File: config.mk
export PLATFORM = sky130hd
export DESIGN_NAME = symbol_scale_engine
export DESIGN_NICKNAME = d
export VERILOG_FILES = /design/src/rtl/detector_pkg.sv /design/src/rtl/recip_serial_div.sv /design/src/rtl/symbol_scale_engine.sv
export SDC_FILE = /design/constraint.sdc
export NUM_CORES = 2
export LEC_CHECK = 0
export CORE_UTILIZATION = 50
export DETAILED_ROUTE_END_ITERATION = 8
export PLACE_DENSITY = 0.78
export SYNTH_ARGS = -nofsm -noshare
export SYNTH_HDL_FRONTEND = slang
export SYNTH_SLANG_ARGS = --single-unit
export TNS_END_PERCENT = 100
File: constraint.sdc
create_clock -name clk -period 9.95 [get_ports clk]
set_clock_uncertainty 0.1 [all_clocks]
set_input_delay 1.99 -clock clk [delete_from_list [all_inputs] [get_ports clk]]
set_output_delay 1.99 -clock clk [all_outputs]
set_load 0.02 [all_outputs]
File: src/rtl/detector_pkg.sv
// Shared types and Q-format constants for the symbol detector output stage.
package detector_pkg;

  localparam int DET_N  = 32;
  localparam int DET_Q  = 22;
  localparam int SEXT_W = 128;

  localparam logic [DET_N-1:0] ONE_Q   = DET_N'(1) << DET_Q;
  localparam logic [DET_N-1:0] MAX_POS = {1'b0, {(DET_N-1){1'b1}}};
  localparam logic [DET_N-1:0] MIN_NEG = {1'b1, {(DET_N-1){1'b0}}};

  typedef enum logic [1:0] {
    ST_IDLE   = 2'd0,
    ST_DIV    = 2'd1,
    ST_FILL   = 2'd2,
    ST_STREAM = 2'd3
  } state_t;

  // True when bits v[hi:lo] are not all equal, i.e. the value does not fit
  // after dropping bits above lo.
  function automatic logic sext_ovr(input logic [SEXT_W-1:0] v, input int lo, input int hi);
    logic ovr;
    ovr = 1'b0;
    for (int i = 1; i < SEXT_W; i++)
      if (i > lo && i <= hi && v[i] != v[i-1]) ovr = 1'b1;
    return ovr;
  endfunction

endpackage

File: src/rtl/recip_serial_div.sv
// Bit-serial restoring divider producing 2^(2Q)/divisor in Q format,
// one quotient bit per cycle, saturating to MAX on overflow or divisor <= 0.
module recip_serial_div #(
  parameter int N = 32,
  parameter int Q = 22
) (
  input  logic         clk,
  input  logic         rstn,
  input  logic         start,
  input  logic [N-1:0] divisor,
  output logic         busy,
  output logic         done,
  output logic [N-1:0] quotient,
  output logic         ovr
);

  localparam logic [2*N-1:0] DVD     = (2*N)'(1) << (2*Q);
  localparam logic [N-1:0]   DVD_HI  = DVD[2*N-1:N];
  localparam logic [N-1:0]   DVD_LO  = DVD[N-1:0];
  localparam int             CW      = $clog2(N);
  localparam logic [CW-1:0]  CNT_END = CW'(N-1);
  localparam logic [N-1:0]   Q_MAX   = {1'b0, {(N-1){1'b1}}};

  logic [N-1:0]  dvs, rem, dvd_sh;
  logic [N-2:0]  quo;
  logic [CW-1:0] cnt;
  logic          skip, hi_ovr;
  logic [N:0]    trial, diff;
  logic          q_bit;
  logic [N-1:0]  quo_nxt;

  // The high dividend half seeds the remainder; if it already reaches the
  // divisor the quotient cannot fit in N bits.
  assign trial   = {rem, dvd_sh[N-1]};
  assign diff    = trial - {1'b0, dvs};
  assign q_bit   = ~diff[N];
  assign quo_nxt = {quo, q_bit};
  assign done    = busy && (skip || cnt == CNT_END);

  always_ff @(posedge clk or negedge rstn) begin
    if (!rstn) begin
      busy     <= 1'b0;
      skip     <= 1'b0;
      hi_ovr   <= 1'b0;
      dvs      <= '0;
      rem      <= '0;
      dvd_sh   <= '0;
      quo      <= '0;
      cnt      <= '0;
      quotient <= '0;
      ovr      <= 1'b0;
    end else if (start) begin
      busy   <= 1'b1;
      skip   <= divisor[N-1] || (divisor == '0);
      hi_ovr <= (DVD_HI >= divisor);
      dvs    <= divisor;
      rem    <= DVD_HI;
      dvd_sh <= DVD_LO;
      quo    <= '0;
      cnt    <= '0;
    end else if (busy) begin
      if (done) begin
        busy <= 1'b0;
        if (skip || hi_ovr || quo_nxt[N-1]) begin
          quotient <= Q_MAX;
          ovr      <= 1'b1;
        end else begin
          quotient <= quo_nxt;
          ovr      <= 1'b0;
        end
      end else begin
        rem    <= q_bit ? diff[N-1:0] : trial[N-1:0];
        dvd_sh <= dvd_sh << 1;
        quo    <= quo_nxt[N-2:0];
        cnt    <= cnt + 1'b1;
      end
    end
  end

endmodule

File: src/rtl/symbol_scale_engine.sv
// Frame-based STBC/QO-STBC output stage: 1/Dh then NUM_SYM scaled symbols.
// Define SYM_SAT_EN to clamp overflowing symbols instead of wrapping.
module symbol_scale_engine
  import detector_pkg::*;
#(
  parameter int                 N        = DET_N,
  parameter int                 Q        = DET_Q,
  parameter int                 NUM_SYM  = 4,
  parameter logic [NUM_SYM-1:0] SEL_IMAG = NUM_SYM'(4'b1100),
  parameter logic [NUM_SYM-1:0] NEG_MASK = NUM_SYM'(4'b1100),
  localparam int                IDX_W    = (NUM_SYM > 1) ? $clog2(NUM_SYM) : 1
) (
  input  logic                 clk,
  input  logic                 rstn,
  input  logic                 in_valid,
  output logic                 in_ready,
  input  logic [N-1:0]         in_dh,
  input  logic [N*NUM_SYM-1:0] in_trace_r,
  input  logic [N*NUM_SYM-1:0] in_trace_i,
  output logic                 out_valid,
  input  logic                 out_ready,
  output logic [N-1:0]         out_sym,
  output logic [IDX_W-1:0]     out_idx,
  output logic                 out_last,
  output logic                 out_ovr,
  output logic                 busy
);

  localparam logic [N-1:0] S_MAX = {1'b0, {(N-1){1'b1}}};
  localparam logic [N-1:0] S_MIN = {1'b1, {(N-1){1'b0}}};

  state_t                    state;
  logic                      start_q;
  logic [N-1:0]              dh_q;
  logic [NUM_SYM-1:0][N-1:0] tr_q, ti_q, sel_w;
  logic                      div_busy, div_done, div_ovr;
  logic [N-1:0]              recip;

  recip_serial_div #(.N(N), .Q(Q)) u_div (
    .clk      (clk),
    .rstn     (rstn),
    .start    (start_q),
    .divisor  (dh_q),
    .busy     (div_busy),
    .done     (div_done),
    .quotient (recip),
    .ovr      (div_ovr)
  );

  assign in_ready = (state == ST_IDLE);
  assign busy     = (state != ST_IDLE) || div_busy;

  for (genvar k = 0; k < NUM_SYM; k++) begin : g_sel
    assign sel_w[k] = SEL_IMAG[k] ? ti_q[k] : tr_q[k];
  end

  // Symbol datapath: computes whichever index is about to be registered.
  logic                  ld_en, ld_last, ld_neg;
  logic [IDX_W-1:0]      ld_idx;
  logic [N-1:0]          sel, s_n, s_wrap, sym_val;
  logic signed [2*N-1:0] prod;
  logic                  range_ovr, neg_ovr, sym_ovr;

  assign ld_idx  = (state == ST_FILL) ? '0 : out_idx + 1'b1;
  assign ld_last = (ld_idx == IDX_W'(NUM_SYM-1));
  assign ld_en   = (state == ST_FILL) ||
                   ((state == ST_STREAM) && out_ready && !out_last);
  assign sel     = sel_w[ld_idx];
  assign ld_neg  = NEG_MASK[ld_idx];

  assign prod      = $signed({{N{sel[N-1]}}, sel}) * $signed({{N{recip[N-1]}}, recip});
  assign s_n       = prod[N+Q-1:Q];
  assign range_ovr = sext_ovr(SEXT_W'(prod), N+Q-1, 2*N-1);
  assign neg_ovr   = ld_neg && (s_n == S_MIN);
  assign sym_ovr   = range_ovr || neg_ovr;
  assign s_wrap    = ld_neg ? (~s_n + 1'b1) : s_n;

`ifdef SYM_SAT_EN
  // Overflow direction is the product sign, flipped when the symbol is negated.
  always_comb begin
    sym_val = s_wrap;
    if (range_ovr)    sym_val = (prod[2*N-1] ^ ld_neg) ? S_MIN : S_MAX;
    else if (neg_ovr) sym_val = S_MAX;
  end
`else
  assign sym_val = s_wrap;
`endif

  always_ff @(posedge clk or negedge rstn) begin
    if (!rstn) begin
      state     <= ST_IDLE;
      start_q   <= 1'b0;
      dh_q      <= '0;
      tr_q      <= '0;
      ti_q      <= '0;
      out_valid <= 1'b0;
    end else begin
      start_q <= 1'b0;
      case (state)
        ST_IDLE: if (in_valid) begin
          dh_q    <= in_dh;
          tr_q    <= in_trace_r;
          ti_q    <= in_trace_i;
          start_q <= 1'b1;
          state   <= ST_DIV;
        end
        ST_DIV: if (div_done) state <= ST_FILL;
        ST_FILL: begin
          out_valid <= 1'b1;
          state     <= ST_STREAM;
        end
        ST_STREAM: if (out_ready && out_last) begin
          out_valid <= 1'b0;
          state     <= ST_IDLE;
        end
        default: state <= ST_IDLE;
      endcase
    end
  end

  // Output registers only move on a load, so a stalled consumer sees them hold.
  always_ff @(posedge clk or negedge rstn) begin
    if (!rstn) begin
      out_sym  <= '0;
      out_idx  <= '0;
      out_last <= 1'b0;
      out_ovr  <= 1'b0;
    end else if (ld_en) begin
      out_sym  <= sym_val;
      out_idx  <= ld_idx;
      out_last <= ld_last;
      out_ovr  <= sym_ovr || div_ovr;
    end
  end

endmodule
==> reports/qor.yml <==
outcome: "complete, but fails checks"
violations: "negative setup slack"
clock_sinks: 336
post-route-min-period_ns: 9.95
drive_gt1_frac: 0.136
fin_crit_sh: 1.00
wl_per_cell_um: 19.5
detail_route.first_pass.iterations: 6
top_layer: "met4"
synth_compound_area_frac: 0.0666
max_stage_delay_ns: 0.60
insertion_delay_ns: 0.60
met3_length_um: 12600
initial_core_util: 0.505
synth_fa_ha_area_frac: 0.466
die_h_um: 326
syn-num-nets: 6923
fmax_ghz: 0.101
synth_cells: 5331
clk_pin_slew_worst_paths_ns: 0.07
grt_max_degree: 151
finalHoldViolCount: 0
synthSimpleGateAreaFrac: 0.143
wl_met2_um: 66900
synthMuxAreaShare: 0.0535
cts_buffers: 36
arrival_ns: 10.33
crit_type: "flop to flop"
critPathCaptureType: "flop"
finalNonFillerCells: 7119
path_max_fanout: 21
synth-xor-area-share: 0.0156
die_area_um2: 106000
setup_violations: 1
fin_tns_setup_ns: -0.0000755
routed_wl_um: 139000
track_usage: 0.273
rsz0062_at_grt: "yes"
std_cell_rows: 118
relSlewSlack: 0.102
cts_max_level: 2
reg2reg_depth: 32
gp_congestion: 0.936
crit_path_start: "state[0]"
num_io_pins: 331
hpwl_um: 112000
grt-ovfl-total: 0
antenna_left: 0
area_growth_pct: 15.2
drt-initial-drc-count: 2806
cts_buffer_depth: 3
drv_slew: 0
multi_input_area_um2: 39400
cp.required_ns: 10.33
placeableCoreArea_um2: 104000
synth_ff_type: "dfrtp_1"
die_x_um: 326
final_cell_mix: "fa_1 (1075), inv_1 (1027), nand2_1 (772)"
r2r_start: "state[0]"
placed_cells: 7049
synthArstFlopShare: 1.00
worst_pin_slew_ns: 1.35
synth.cell_area_um2: 52300
ys_seq_area_frac: 0.161
holdPathStages: 2
postLayoutCellArea_um2: 60300
port_buffers: 202
startpoint_type: "flop"
cap_violations: 0
synth_top_family_by_area: "adder cells"
final_util: 0.582
nNetsFinal: 7304
setup_slack_ns: -0.0000755
wl_met1_um: 54300
vias: 39200
fillers: 8453
hp-start: "out_sym[3]"
grt_pass1_vias: 43600
yosysWarnings: 0
synth_edf_count: 0
layout_commonest_cell: "fa_1"
grt_pass1_wl_um: 230000
drc_errors: 0
cts_tree: "done"
synth_cell_types: 89
seqCellArea_um2: 8410
cpMaxStageDelayCell: "or4_1"
antenna_found_initial: 3
hold_buffers: 0
avgSynthCellArea_um2: 9.82
ys_ff_latch: 336
vias_per_cell: 5.51
post_dp_cell_area_um2: 58600
cts_root_buf: "clkbuf_16"
min_path_type: "flop to flop"
cpMostUsedCell: "fa_1"
sequential cells by signal, summed over array words and instances, names as in the netlist, 2 cells and up:
| register | flops |
|---|---|
| dh_q | 32 |
| out_idx | 2 |
| out_sym | 32 |
| sel_w | 128 |
| state | 2 |
| u_div.cnt | 5 |
| u_div.dvs | 32 |
| u_div.quo | 31 |
| u_div.quotient | 32 |
| u_div.rem | 32 |
kinds of logic (layout without fill, tap and decap cells):
group                      count (synthesis)  after routing
adders and majority gates               1300           1300
DFF                                      336            336
and+or+nand+nor                         1538           1538
buffers and inverters                   1316           1723
AOI/OAI and AO/OA                        526            526
muxes                                    222            222
other                                      0              1
xor gates and xnor gates                  93             93
final cells by class:
class / instances / area share
multi-input cells: 3679 / 0.654
repair buffers: 631 / 0.0947
well taps: 1380 / 0.0286
flip-flops and latches: 336 / 0.139
inverters: 1028 / 0.0640
clock buffers: 45 / 0.0162
clock inverters: 19 / 0.00334
diodes: 1 / 0.0000415
synth_stat cells, types with 30 or more instances:
master       n  area [um2]
nor3_1      30         150
nor2b_1     37         231
mux2_2     161        1810
a21o_1      50         375
ha_1       217        2720
nor2_1     124         465
a211oi_1    43         323
and3_1      34         213
mux2i_1     31         310
a21oi_1    143         716
xnor2_1     61         534
clkbuf_1   270        1010
inv_1     1028        3860
o22a_1      31         272
fa_1      1083       21700
and2_1     412        2580
mux4_2      30         676
xor2_1      32         280
dfrtp_1    336        8410
o21ai_0    112         561
nand2_1    773        2900
routing by layer:
layer,global-route usage,up-vias
met2,0.451,1755
li1,-,17100
met5,0,-
met1,0.354,20100
met3,0.0607,311
met4,0.0972,0
repair_timing:
action                     in CTS  in global routing
setup endpoints to repair      17                 22
setup buffers                   0                  5
resized for setup              16                 83
pin swaps                       2                  9
through the flow:
step / hold WS, ns / setup slack [ns]
floorplan: 0.365 / 0.0537
CTS: 0.382 / -0.0636
global placement: 0.359 / -0.279
detailed placement: 0.369 / -0.442
global route: 0.418 / -0.362
finish: 0.381 / -0.0000755
critical path: cells and delay by family (launching register included):
kind,cells,cell delay (ns)
DFF,1,0.34
AOI/OAI and AO/OA,9,1.91
adders and majority gates,10,4.47
xor gates and xnor gates,1,0.16
buffers and inverters,7,1.30
muxes,1,0.42
and+or+nand+nor,4,1.13
path summary, 6_finish.rpt:
path | slack, ns | to
setup / recovery | -0.00008 | out_ovr
hold / removal | 0.38 | out_sym[3]
setup reg to reg | -0.00008 | out_ovr
hold reg to reg | 0.38 | out_sym[3]
max in group asynchronous | 6.77 | out_sym[0]
min in group asynchronous | 1.39 | sel_w[7]
Power is left out: the tool's default activity adds up to more than one toggle a clock period on the data nets, which glitch-free logic cannot reach.
